===== src/rtl/mips_pkg.sv =====
// Shared MIPS core definitions used by the multiply/divide sequencer.
package mips_pkg;

   typedef enum logic [1:0] {
      OpMult  = 2'b00,
      OpMultu = 2'b01,
      OpDiv   = 2'b10,
      OpDivu  = 2'b11
   } muldiv_op_t;

   typedef enum logic [1:0] {
      StIdle  = 2'b00,
      StPrep  = 2'b01,
      StIter  = 2'b10,
      StFixup = 2'b11
   } muldiv_state_t;

   // Edges from accept to HI/LO update; busy is high for this many cycles.
   localparam int unsigned MULDIV_LATENCY = 34;

   function automatic logic op_is_div(input muldiv_op_t op);
      return op[1];
   endfunction

   function automatic logic op_is_signed(input muldiv_op_t op);
      return ~op[0];
   endfunction

   // Decode-stage mapping of SPECIAL funct codes onto the sequencer op.
   function automatic muldiv_op_t funct_to_op(input logic [5:0] funct);
      muldiv_op_t op;
      case (funct)
         6'b011000: op = OpMult;
         6'b011001: op = OpMultu;
         6'b011010: op = OpDiv;
         6'b011011: op = OpDivu;
         default:   op = OpMult;
      endcase
      return op;
   endfunction

endpackage


===== src/rtl/muldiv_step.sv =====
// One radix-2 iteration: shift-add multiply step or restoring divide step.
module muldiv_step #(
   parameter int unsigned WIDTH = 32
) (
   input  logic [2*WIDTH-1:0] i_acc,
   input  logic [WIDTH-1:0]   i_opnd,
   input  logic               i_bit,
   input  logic               i_div,
   output logic [2*WIDTH-1:0] o_acc
);

   logic [2*WIDTH-1:0] w_mul;
   logic [WIDTH:0]     w_rem_sh;
   logic [WIDTH:0]     w_diff;

   always_comb begin
      // Multiply: acc = 2*acc + bit*multiplicand, multiplier consumed MSB first.
      w_mul = {i_acc[2*WIDTH-2:0], 1'b0} + (i_bit ? {{WIDTH{1'b0}}, i_opnd} : '0);

      // Divide: acc = {remainder, quotient}; dividend bits enter MSB first.
      w_rem_sh = {i_acc[2*WIDTH-1:WIDTH], i_bit};
      w_diff   = w_rem_sh - {1'b0, i_opnd};

      if (!i_div) begin
         o_acc = w_mul;
      end else if (!w_diff[WIDTH]) begin
         o_acc = {w_diff[WIDTH-1:0], i_acc[WIDTH-2:0], 1'b1};
      end else begin
         o_acc = {w_rem_sh[WIDTH-1:0], i_acc[WIDTH-2:0], 1'b0};
      end
   end

endmodule


===== src/rtl/mips_muldiv_seq.sv =====
// Iterative multiply/divide sequencer owning the HI/LO registers.
// Fixed latency: accept, one prep cycle, ITERS iterations, one sign-fixup cycle.
module mips_muldiv_seq
   import mips_pkg::*;
#(
   parameter int unsigned WIDTH = 32,
   parameter int unsigned ITERS = 32
) (
   input  logic             clk,
   input  logic             reset,
   input  logic             i_start,
   input  logic [1:0]       i_op,
   input  logic [WIDTH-1:0] i_rs_val,
   input  logic [WIDTH-1:0] i_rt_val,
   input  logic             i_mthi,
   input  logic             i_mtlo,
   input  logic [WIDTH-1:0] i_wdata,
   output logic [WIDTH-1:0] o_hi,
   output logic [WIDTH-1:0] o_lo,
   output logic             o_busy,
   output logic             o_done,
   output logic             o_div_zero
);

   localparam int unsigned CNT_W = $clog2(ITERS);

   muldiv_state_t      r_state;
   muldiv_state_t      w_state_next;
   muldiv_op_t         r_op;
   logic [WIDTH-1:0]   r_rs;
   logic [WIDTH-1:0]   r_rt;
   logic [WIDTH-1:0]   r_shift;
   logic [WIDTH-1:0]   r_opnd;
   logic [2*WIDTH-1:0] r_acc;
   logic [CNT_W-1:0]   r_cnt;
   logic               r_res_neg;
   logic               r_rem_neg;
   logic [WIDTH-1:0]   r_hi;
   logic [WIDTH-1:0]   r_lo;
   logic               r_done;
   logic               r_div_zero;

   logic               w_accept;
   logic               w_mt_en;
   logic               w_rs_neg;
   logic               w_rt_neg;
   logic [WIDTH-1:0]   w_rs_mag;
   logic [WIDTH-1:0]   w_rt_mag;
   logic [2*WIDTH-1:0] w_acc_next;
   logic [2*WIDTH-1:0] w_prod;
   logic [WIDTH-1:0]   w_quo;
   logic [WIDTH-1:0]   w_rem;
   logic               w_div_zero;
   logic [WIDTH-1:0]   w_hi_res;
   logic [WIDTH-1:0]   w_lo_res;

   // ---------------------------------------------------------------- FSM
   always_ff @(posedge clk) begin
      if (reset) begin
         r_state <= StIdle;
      end else begin
         r_state <= w_state_next;
      end
   end

   always_comb begin
      w_state_next = r_state;
      w_accept     = 1'b0;
      w_mt_en      = 1'b0;
      unique case (r_state)
         StIdle: begin
            if (i_start) begin
               w_accept     = 1'b1;
               w_state_next = StPrep;
            end else begin
               w_mt_en = 1'b1;
            end
         end
         StPrep: w_state_next = StIter;
         StIter: begin
            if (r_cnt == CNT_W'(ITERS - 1)) begin
               w_state_next = StFixup;
            end
         end
         StFixup: w_state_next = StIdle;
         default: w_state_next = StIdle;
      endcase
   end

   // ------------------------------------------------- operand conditioning
   always_comb begin
      w_rs_neg = op_is_signed(r_op) & r_rs[WIDTH-1];
      w_rt_neg = op_is_signed(r_op) & r_rt[WIDTH-1];
      w_rs_mag = w_rs_neg ? -r_rs : r_rs;
      w_rt_mag = w_rt_neg ? -r_rt : r_rt;
   end

   muldiv_step #(
      .WIDTH (WIDTH)
   ) u_step (
      .i_acc  (r_acc),
      .i_opnd (r_opnd),
      .i_bit  (r_shift[WIDTH-1]),
      .i_div  (op_is_div(r_op)),
      .o_acc  (w_acc_next)
   );

   // ------------------------------------------------------ sign fix-up
   always_comb begin
      w_prod     = r_res_neg ? -r_acc : r_acc;
      w_quo      = r_res_neg ? -r_acc[WIDTH-1:0] : r_acc[WIDTH-1:0];
      w_rem      = r_rem_neg ? -r_acc[2*WIDTH-1:WIDTH] : r_acc[2*WIDTH-1:WIDTH];
      w_div_zero = op_is_div(r_op) && (r_rt == '0);
      if (w_div_zero) begin
         w_hi_res = r_rs;
         w_lo_res = '1;
      end else if (op_is_div(r_op)) begin
         w_hi_res = w_rem;
         w_lo_res = w_quo;
      end else begin
         w_hi_res = w_prod[2*WIDTH-1:WIDTH];
         w_lo_res = w_prod[WIDTH-1:0];
      end
   end

   // ---------------------------------------------------------- datapath
   always_ff @(posedge clk) begin
      if (reset) begin
         r_op       <= OpMult;
         r_rs       <= '0;
         r_rt       <= '0;
         r_shift    <= '0;
         r_opnd     <= '0;
         r_acc      <= '0;
         r_cnt      <= '0;
         r_res_neg  <= 1'b0;
         r_rem_neg  <= 1'b0;
         r_hi       <= '0;
         r_lo       <= '0;
         r_done     <= 1'b0;
         r_div_zero <= 1'b0;
      end else begin
         r_done     <= 1'b0;
         r_div_zero <= 1'b0;
         unique case (r_state)
            StIdle: begin
               if (w_accept) begin
                  r_op <= muldiv_op_t'(i_op);
                  r_rs <= i_rs_val;
                  r_rt <= i_rt_val;
               end else if (w_mt_en) begin
                  if (i_mthi) r_hi <= i_wdata;
                  if (i_mtlo) r_lo <= i_wdata;
               end
            end
            StPrep: begin
               // The shift register supplies the bit stream: multiplier or dividend.
               r_shift   <= op_is_div(r_op) ? w_rs_mag : w_rt_mag;
               r_opnd    <= op_is_div(r_op) ? w_rt_mag : w_rs_mag;
               r_res_neg <= w_rs_neg ^ w_rt_neg;
               r_rem_neg <= w_rs_neg;
               r_acc     <= '0;
               r_cnt     <= '0;
            end
            StIter: begin
               r_acc   <= w_acc_next;
               r_shift <= {r_shift[WIDTH-2:0], 1'b0};
               r_cnt   <= r_cnt + CNT_W'(1);
            end
            StFixup: begin
               r_hi       <= w_hi_res;
               r_lo       <= w_lo_res;
               r_done     <= 1'b1;
               r_div_zero <= w_div_zero;
            end
            default: ;
         endcase
      end
   end

   assign o_hi       = r_hi;
   assign o_lo       = r_lo;
   assign o_busy     = (r_state != StIdle);
   assign o_done     = r_done;
   assign o_div_zero = r_div_zero;

endmodule


===== config.mk =====
export PLATFORM = sky130hd
export DESIGN_NAME = mips_muldiv_seq
export DESIGN_NICKNAME = d
export VERILOG_FILES = /design/src/rtl/mips_pkg.sv /design/src/rtl/muldiv_step.sv /design/src/rtl/mips_muldiv_seq.sv
export SDC_FILE = /design/constraint.sdc
export NUM_CORES = 1
export LEC_CHECK = 0
export CAP_MARGIN = 15
export CORE_MARGIN = 3
export CORE_UTILIZATION = 30
export CTS_CLUSTER_SIZE = 28
export DETAILED_ROUTE_END_ITERATION = 8
export PLACE_DENSITY_LB_ADDON = 0.12
export SYNTH_ARGS = -nofsm -noshare
export SYNTH_HDL_FRONTEND = slang
export SYNTH_SLANG_ARGS = --single-unit

===== constraint.sdc =====
create_clock -name clk -period 3.2 [get_ports clk]
set_clock_uncertainty 0.05 [all_clocks]
set_input_delay 0.48 -clock clk [delete_from_list [all_inputs] [get_ports clk]]
set_output_delay 0.48 -clock clk [all_outputs]
set_load 0.005 [all_outputs]

==> flow_metrics.env, run 1 <==
export IMPL_finalPower_mw=18.6
export IMPL_async_flop_share_pct=0
export IMPL_wire_per_inst_um=22.8
export IMPL_status="complete, but fails checks"
export IMPL_yosysWarnings=0
export IMPL_yosys_area_share_adder_pct=5.15
export IMPL_violations="negative setup slack"
export IMPL_synth_cell_area_sq_um=19000
export IMPL_path_clk_slew_ns=0.06
export IMPL_synth_cell_type_count=91
export IMPL_layout_drive_gt1_share_pct=20.2
export IMPL_crit_fanout=8
export IMPL_fmax_ghz=0.299
export IMPL_grt_usage_pct=25.1
export IMPL_synth_xor_area_share_pct=8.75
export IMPL_min_period_over_period_pct=105
export IMPL_min_path_cells=2
export IMPL_htree_levels=2
export IMPL_fillCellCount=6459
export IMPL_drt_pass1_iter_count=8
export IMPL_dp_hpwl_mm=67.3
export IMPL_die_h_um=258
export IMPL_ys_seq_area_share_pct=28.3
export IMPL_clk_path_buf_depth=3
export IMPL_synth_simple_area_share_pct=21.2
export IMPL_worstMarginPinSlew_ns=1.24
export IMPL_rsz0062_at_grt="yes"
export IMPL_pwr_density_cell_nw_per_um2=707
export IMPL_r2r_cells=17
export IMPL_ctsRootBufferMaster="clkbuf_16"
export IMPL_slew_violations=0
export IMPL_hold_viol_final=0
export IMPL_core_area_sq_um=62200
export IMPL_ios=170
export IMPL_final_setup_worst_slack_ns=-0.148
export IMPL_max_cap_violations=0
export IMPL_required_ns=3.59
export IMPL_max_slew_margin_pct=17.4
export IMPL_critPathKind="flop to flop"
export IMPL_synthesis_instances=2576
export IMPL_drt_initial_drc_count=2011
export IMPL_grt_max_degree=97
export IMPL_synthMuxAreaShare_pct=3.23
export IMPL_p_int_mw=10.7
export IMPL_io_buffer_count=169
export IMPL_worst_endpoint_arrival_ns=3.73
export IMPL_ys_seq_elements=269
export IMPL_p_sw_share_pct=42.2
export IMPL_grt_pass1_wl_mm=128
export IMPL_power_frac_clock_pct=23.1
export IMPL_vdd_ir_drop_worst_uv=403
export IMPL_cts_buffers=36
export IMPL_syn_num_nets=2756
export IMPL_syn2layout_area_growth_pct=38.2
export IMPL_synth_ff_type="dfxtp_1"
export IMPL_num_vias=21000
export IMPL_drc=0
export IMPL_start_util_pct=30.6
export IMPL_gp_congestion=0.925
export IMPL_crit_path_end_kind="flop"
export IMPL_insertion_delay_ns=0.57
export IMPL_layout_commonest_cell="nand2_1"
export IMPL_nets=3139
export IMPL_rows=91
export IMPL_antenna_cells=0
export IMPL_detail_route_antenna_nets=0
export IMPL_die_w_um=258
export IMPL_clock_sinks=269
export IMPL_synth_top_family_by_area="compound AO/OA/AOI/OAI gates"
export IMPL_die_area_sq_um=66400
export IMPL_antenna_found_initial=0
export IMPL_overflow=0
export IMPL_synth_compound_area_share_pct=27.7
export IMPL_start_kind="flop"
export IMPL_combPwrFrac_pct=53.4
export IMPL_viasPerCell=5.50
export IMPL_pwr_share_seq_pct=23.6
export IMPL_postSynthAreaPerCell_sq_um=7.38
export IMPL_p_switching_mw=7.85
export IMPL_tns_ns=-0.920
export IMPL_synth_edf_count=0
export IMPL_finalSetupViolCount=16
export IMPL_wl_mm=87.0
export IMPL_cts_tree="built"
export IMPL_mostFrequentLayoutCells="nand2_1 (356), buf_4 (337), dfxtp_1 (267)"
export IMPL_grt_pass1_vias=20000
export IMPL_min_period_ns=3.35
export IMPL_min_path_type="input pin to flop"
export IMPL_power_leakage_nw=10.3
final cells by class:
type / instances / area (sq um) / area share (%)
tap: 837 / 1050 / 3.98
clock inverter: 5 / 111 / 0.424
sequential: 269 / 5390 / 20.5
inverter: 77 / 294 / 1.12
timing repair buffer: 542 / 4780 / 18.2
multi-input combinational: 2033 / 13500 / 51.5
clock buffer: 59 / 1120 / 4.26
sequential cells by signal, summed over array words and instances (netlist names):
name and flops:
r_rs 32, r_opnd 32, r_cnt 5, r_op 2, o_done 1, r_acc 64
r_rem_neg 1, r_shift 32, r_state 2, r_rt 32, o_div_zero 1, r_res_neg 1
o_hi 32, o_lo 32
cell usage after synthesis (38+ instances only):
cell type | number | area share [%]
a211oi_1 | 54 | 2.1
xor2_1 | 67 | 3.1
nand2_1 | 361 | 7.1
mux2i_1 | 58 | 3.1
nor3_1 | 38 | 1.0
inv_1 | 76 | 1.5
o221ai_1 | 48 | 2.2
nor2_1 | 268 | 5.3
ha_1 | 75 | 4.9
dfxtp_1 | 269 | 28
o21ai_0 | 154 | 4.1
clkbuf_1 | 164 | 3.2
a21oi_1 | 280 | 7.4
xnor2_1 | 123 | 5.7
power groups by stage:
| stage | logic [mW] | clock network (mW) | registers [mW] |
|---|---|---|---|
| global placement | 9.06 | 0 | 4.42 |
| global route | 10.7 | 4.50 | 4.43 |
| detailed placement | 9.11 | 0 | 4.42 |
| floorplan | 5.49 | 0 | 4.27 |
| finish | 9.92 | 4.29 | 4.38 |
| CTS | 9.30 | 4.37 | 4.36 |
kinds of logic after synthesis:
logic type	after synthesis
buffers and inverters	274
XOR/XNOR	190
adder cells (fa/ha/maj)	77
multiplexers	61
AO/OA/AOI/OAI	819
AND/OR/NAND/NOR	886
flip-flops	269
worst paths after layout:
kind,start,endpoint,slack (ns)
min,reset,r_shift[0],0.21
max reg2reg,r_shift[31],r_acc[59],-0.15
max,r_shift[31],r_acc[59],-0.15
min reg2reg,o_lo[30],o_lo[30],0.40
per-layer routing:
layer,track usage [%],vias up,share of wire [%]
met3,3.14,134,5.9
met2,40.4,701,46
met1,34.2,10200,44
met5,0,-,0
met4,9.47,0,4.2
li1,-,10000,-
through the flow:
step / util [%] / cell area [sq um] / instances / setup slack [ns] / hold slack [ns]
final: 42.3 / 26300 / 3822 / -0.148 / 0.211
after global routing: 42.3 / 26300 / 3822 / -0.234 / 0.210
after CTS: 40.9 / 25400 / 3807 / -0.0944 / 0.188
after detailed placement: 38.1 / 23700 / 3728 / -0.365 / 0.397
after global placement: 38.1 / 23700 / 3728 / -0.310 / 0.394
after floorplan: - / 19000 / 2576 / -0.00748 / 0.389
what timing repair did:
action / in CTS / in global routing
hold buffers: 0 / 0
setup buffers: 12 / 17
resized for setup: 80 / 159
pin swaps: 36 / 81
endpoints found under the setup margin: 41 / 56
cloned: 3 / 2
worst max-delay path: stages, from the launching register on:
cell and delay (ns):
dfxtp_2 0.35, clkinv_4 0.12, buf_6 0.16, buf_16 0.14
nor2_4 0.11, ha_4 0.14, nand4_1 0.16, nor4_1 0.31
buf_4 0.18, nand3_4 0.08, nor3_4 0.25, o21ai_4 0.11
buf_6 0.16, a211oi_4 0.28, buf_12 0.17, a31oi_1 0.10
a211oi_2 0.24, nand3_1 0.10
Note: power is estimated with default switching activity, not from simulation.
==> run 2, diff against run 1 <==
--- a/config.mk
+++ b/config.mk
@@ -11,5 +11,5 @@
 export CTS_CLUSTER_SIZE = 28
 export DETAILED_ROUTE_END_ITERATION = 8
-export PLACE_DENSITY_LB_ADDON = 0.12
+export PLACE_DENSITY_LB_ADDON = 0.1
 export SYNTH_ARGS = -nofsm -noshare
 export SYNTH_HDL_FRONTEND = slang
==> constraint.sdc (replaced) <==
create_clock -name clk -period 3.2 [get_ports clk]
set_clock_uncertainty 0.05 [all_clocks]
set_input_delay 0.48 -clock clk [delete_from_list [all_inputs] [get_ports clk]]
set_output_delay 0.48 -clock clk [all_outputs]
set_load 0.1 [all_outputs]
==> flow_metrics.env, run 2 (same netlist as run 1, synthesis figures left out) <==
export IMPL_num_vias=20800
export IMPL_placed_cell_area_sq_um=23500
export IMPL_max_cap_violations=0
export IMPL_min_path_type="input pin to flop"
export IMPL_worstMarginPinSlew_ns=1.23
export IMPL_die_w_um=258
export IMPL_dp_hpwl_mm=67.1
export IMPL_vdd_ir_drop_worst_uv=431
export IMPL_antenna_found_initial=2
export IMPL_io_buffer_count=169
export IMPL_cts_buffers=36
export IMPL_hold_viol_final=0
export IMPL_clock_sinks=269
export IMPL_worst_endpoint_arrival_ns=3.61
export IMPL_violations="negative setup slack"
export IMPL_nets=3127
export IMPL_crit_fanout=6
export IMPL_final_setup_worst_slack_ns=-0.0485
export IMPL_wire_per_inst_um=22.7
export IMPL_htree_levels=2
export IMPL_min_period_over_period_pct=102
export IMPL_max_slew_margin_pct=17.9
export IMPL_drt_pass1_iter_count=6
export IMPL_path_clk_slew_ns=0.06
export IMPL_start_kind="flop"
export IMPL_pwr_density_cell_nw_per_um2=750
export IMPL_grt_pass1_vias=20500
export IMPL_largest_reg_flops=64
export IMPL_layout_commonest_cell="buf_4"
export IMPL_crit_path_end_kind="flop"
export IMPL_ios=170
export IMPL_layout_drive_gt1_share_pct=21.2
export IMPL_cts_tree="built"
export IMPL_insertion_delay_ns=0.58
export IMPL_critPathKind="flop to flop"
export IMPL_slew_violations=0
export IMPL_ctsRootBufferMaster="clkbuf_16"
export IMPL_drt_initial_drc_count=1775
export IMPL_required_ns=3.57
export IMPL_fmax_ghz=0.308
export IMPL_core_area_sq_um=62200
export IMPL_grt_usage_pct=25.1
export IMPL_die_h_um=258
export IMPL_finalSetupViolCount=7
export IMPL_largest_register="r_acc"
export IMPL_min_period_ns=3.25
export IMPL_clk_path_buf_depth=3
export IMPL_die_area_sq_um=66400
export IMPL_rsz0062_at_grt="yes"
export IMPL_hold_buffers=0
export IMPL_syn2layout_area_growth_pct=34.4
export IMPL_dp_cells=3732
export IMPL_viasPerCell=5.47
export IMPL_wl_mm=86.5
export IMPL_start_util_pct=30.6
export IMPL_mostFrequentLayoutCells="buf_4 (405), nand2_1 (356), dfxtp_1 (266)"
export IMPL_grt_max_degree=89
export IMPL_rows=91
export IMPL_status="complete, but fails checks"
export IMPL_overflow=0
export IMPL_fin_cells=3809
export IMPL_grt_pass1_wl_mm=129
export IMPL_drc=0
export IMPL_detail_route_antenna_nets=0
export IMPL_power_leakage_nw=10.3
export IMPL_gp_congestion=0.925
export IMPL_final_area_sq_um=25500
-- run 2: through the flow --
step | power [mW] | hold WS, ns | setup slack, ns | utilization [%] | setup TNS, ns
2_1_floorplan | 10.9 | 0.394 | -0.00748 | - | -0.00748
3_3_place_gp | 14.7 | 0.391 | -0.294 | 37.9 | -5.54
3_5_place_dp | 14.8 | 0.396 | -0.301 | 37.9 | -6.27
4_1_cts | 18.9 | 0.281 | -0.0470 | 40.2 | -0.332
5_1_grt | 20.2 | 0.324 | -0.177 | 41.1 | -2.76
6_report | 19.2 | 0.294 | -0.0485 | 41.1 | -0.121
-- run 2: routing by layer --
metal,GRT usage [%],vias up,share of wire (%)
li1,-,9983,-
met1,33.2,10100,44
met2,41.4,665,46
met3,3.76,127,5.7
met4,9.38,0,4.0
met5,0,-,0
-- run 2: worst paths after layout --
path          startpoint         end  slack, ns  depth (start not counted)
max          r_shift[31]   r_acc[56]      -0.05                         16
max reg2reg  r_shift[31]   r_acc[56]      -0.05                         16
min                reset  r_opnd[16]       0.29                          2
min reg2reg     o_lo[13]    o_lo[13]       0.40                          2
-- run 2: layout make-up --
| type | count | area, sq um |
|---|---|---|
| Sequential cell | 269 | 5390 |
| Fill cell | 6516 | 36600 |
| Tap cell | 837 | 1050 |
| Clock inverter | 14 | 130 |
| Timing Repair Buffer | 530 | 4430 |
| Inverter | 77 | 292 |
| Antenna cell | 1 | 2.50 |
| Multi-Input combinational cell | 2033 | 13300 |
| Clock buffer | 48 | 976 |
-- run 2: timing repair --
action                     CTS  global route
resized for setup           60           118
cloned                       1             1
setup endpoints to repair   41            66
buffers inserted             5             8
pin swaps                   33            46
-- run 2: worst max-delay path, cell delays in order (launching register included) --
cell	delay (ns)
dfxtp_2	0.33
inv_4	0.09
buf_6	0.14
buf_6	0.13
nor2_4	0.05
ha_4	0.27
a21oi_2	0.05
nor2_1	0.13
a211oi_2	0.07
a211o_1	0.34
a2111oi_4	0.40
o21ai_4	0.12
buf_12	0.17
a2111oi_4	0.35
buf_4	0.18
xnor2_2	0.10
o221ai_1	0.12
-- run 2: report_power, final --
group	leakage, nW	switching, mW	total [mW]	internal, mW
logic	7.55	6.73	10.8	4.06
clock network	0.543	1.71	3.95	2.24
registers	2.19	0.524	4.41	3.89
==> run 3, diff against run 2 <==
Settings changed: DONT_BUFFER_PORTS set to 1, HOLD_SLACK_MARGIN set to 0.15.
==> flow_metrics.env, run 3 (same netlist as run 1, synthesis figures left out) <==
export IMPL_wl_mm=87.2
export IMPL_power_leakage_nw=10.3
export IMPL_detail_route_antenna_nets=0
export IMPL_nets=3086
export IMPL_min_period_over_period_pct=103
export IMPL_finalSetupViolCount=11
export IMPL_min_delay_start="i_wdata[15]"
export IMPL_crit_path_end_kind="flop"
export IMPL_cts_tree="built"
export IMPL_layout_drive_gt1_share_pct=21.2
export IMPL_crit_fanout=7
export IMPL_die_h_um=258
export IMPL_startpoint="r_shift[31]"
export IMPL_die_w_um=258
export IMPL_cts_buffers=35
export IMPL_vdd_ir_drop_worst_uv=554
export IMPL_min_path_type="input pin to flop"
export IMPL_fmax_ghz=0.303
export IMPL_gp_congestion=0.917
export IMPL_max_cap_violations=0
export IMPL_seqCellArea_sq_um=5400
export IMPL_worstReg2RegStart="r_shift[31]"
export IMPL_largest_reg_flops=64
export IMPL_final_setup_worst_slack_ns=-0.105
export IMPL_grt_pass1_wl_mm=128
export IMPL_num_vias=20700
export IMPL_die_area_sq_um=66400
export IMPL_clk_path_buf_depth=3
export IMPL_mostFrequentLayoutCells="buf_4 (358), nand2_1 (355), dfxtp_1 (265)"
export IMPL_syn2layout_area_growth_pct=34.9
export IMPL_grt_pass1_vias=20100
export IMPL_clock_sinks=269
export IMPL_start_util_pct=30.6
export IMPL_grt_max_degree=155
export IMPL_io_buffer_count=0
export IMPL_overflow=0
export IMPL_htree_levels=2
export IMPL_pre_cts_ws_ns=-0.297
export IMPL_fillCellCount=6499
export IMPL_pwr_density_cell_nw_per_um2=764
export IMPL_ff2ff_setup_slack_ns=-0.10
export IMPL_drt_initial_drc_count=1669
export IMPL_worstMarginPinSlew_ns=1.09
export IMPL_insertion_delay_ns=0.56
export IMPL_status="complete, but fails checks"
export IMPL_dp_hpwl_mm=65.2
export IMPL_core_area_sq_um=62200
export IMPL_required_ns=3.59
export IMPL_grt_usage_pct=25.2
export IMPL_critPathKind="flop to flop"
export IMPL_worst_endpoint_arrival_ns=3.69
export IMPL_antenna_found_initial=2
export IMPL_rsz0062_at_grt="yes"
export IMPL_layout_commonest_cell="buf_4"
export IMPL_fin_util_pct=41.3
export IMPL_wire_per_inst_um=23.1
export IMPL_slew_violations=0
export IMPL_ctsRootBufferMaster="clkbuf_16"
export IMPL_path_clk_slew_ns=0.06
export IMPL_largest_register="r_acc"
export IMPL_min_period_ns=3.30
export IMPL_violations="negative setup slack"
export IMPL_rows=91
export IMPL_tns_ns=-0.339
export IMPL_ios=170
export IMPL_max_slew_margin_pct=27.2
export IMPL_hold_viol_final=0
export IMPL_multiInputGateArea_sq_um=13500
export IMPL_finalPower_mw=19.6
export IMPL_drt_pass1_iter_count=5
export IMPL_start_kind="flop"
export IMPL_drc=0
export IMPL_viasPerCell=5.49
-- run 3: changes by cell type in the layout (fill, tap and decap cells not counted), sizes merged --
cell,previous run,this run
dlygate4sd3,0,100
clkbuf,49,52
inv,78,77
clkinvlp,2,0
clkinv,10,9
clkdlybuf4s50,101,0
buf,428,389
bufinv,1,2
-- run 3: path summary, 6_finish.rpt --
path                end  depth (start not counted)
max           r_acc[46]                         16
min            o_lo[15]                          2
max reg2reg   r_acc[46]                         16
min reg2reg  r_opnd[10]                          2
-- run 3: worst max-delay path: stages (launching register included) --
cell and delay, ns:
dfxtp_4 0.36, clkinv_8 0.07, buf_12 0.14, buf_8 0.12, nor2_4 0.04, ha_4 0.28
nand2_4 0.06, nor2_4 0.10, a211oi_2 0.04, a211o_1 0.35, a2111oi_4 0.41, o21ai_4 0.12
buf_6 0.17, buf_6 0.12, a2111oi_4 0.30, xor2_1 0.11, a221o_1 0.30
-- run 3: cell type report --
cell class	instances	share of cell area [%]
inverter	77	1.18
multi-input combinational	2033	52.8
antenna	1	0.00976
sequential	269	21.0
clock buffer	51	4.09
clock inverter	11	0.498
tap	837	4.08
timing repair buffer	490	16.3
-- run 3: where the power goes --
group	switching (mW)	internal (mW)
clock	1.70	2.45
sequential	1.61	3.88
combinational	5.74	4.21
total	9.05	10.5
-- run 3: timing repair --
item                                    in CTS  in global routing
setup buffers                               13                 19
pin swaps                                   62                 83
gates resized for setup                    117                131
hold endpoints to repair                   223                  0
endpoints found under the setup margin      44                 58
hold buffers                               101                  0
gates cloned                                 3                  1
-- run 3: per-stage QoR --
stage	instances	area (sq um)	hold WS (ns)
floorplan	2576	19000	0.394
global placement	3574	22100	0.410
detailed placement	3574	22100	0.418
CTS	3751	25000	0.158
global route	3768	25600	0.171
finish	3769	25700	0.184
-- run 3: metal layers --
metal | routed length [um] | share of wire [%] | global-route usage [%] | vias up
li1 | - | - | - | 9910
met1 | 38600 | 44 | 33.1 | 10100
met2 | 41000 | 47 | 42.2 | 567
met3 | 4890 | 5.6 | 4.14 | 120
met4 | 2660 | 3.1 | 7.80 | 4
met5 | 21 | 0.024 | 0 | -
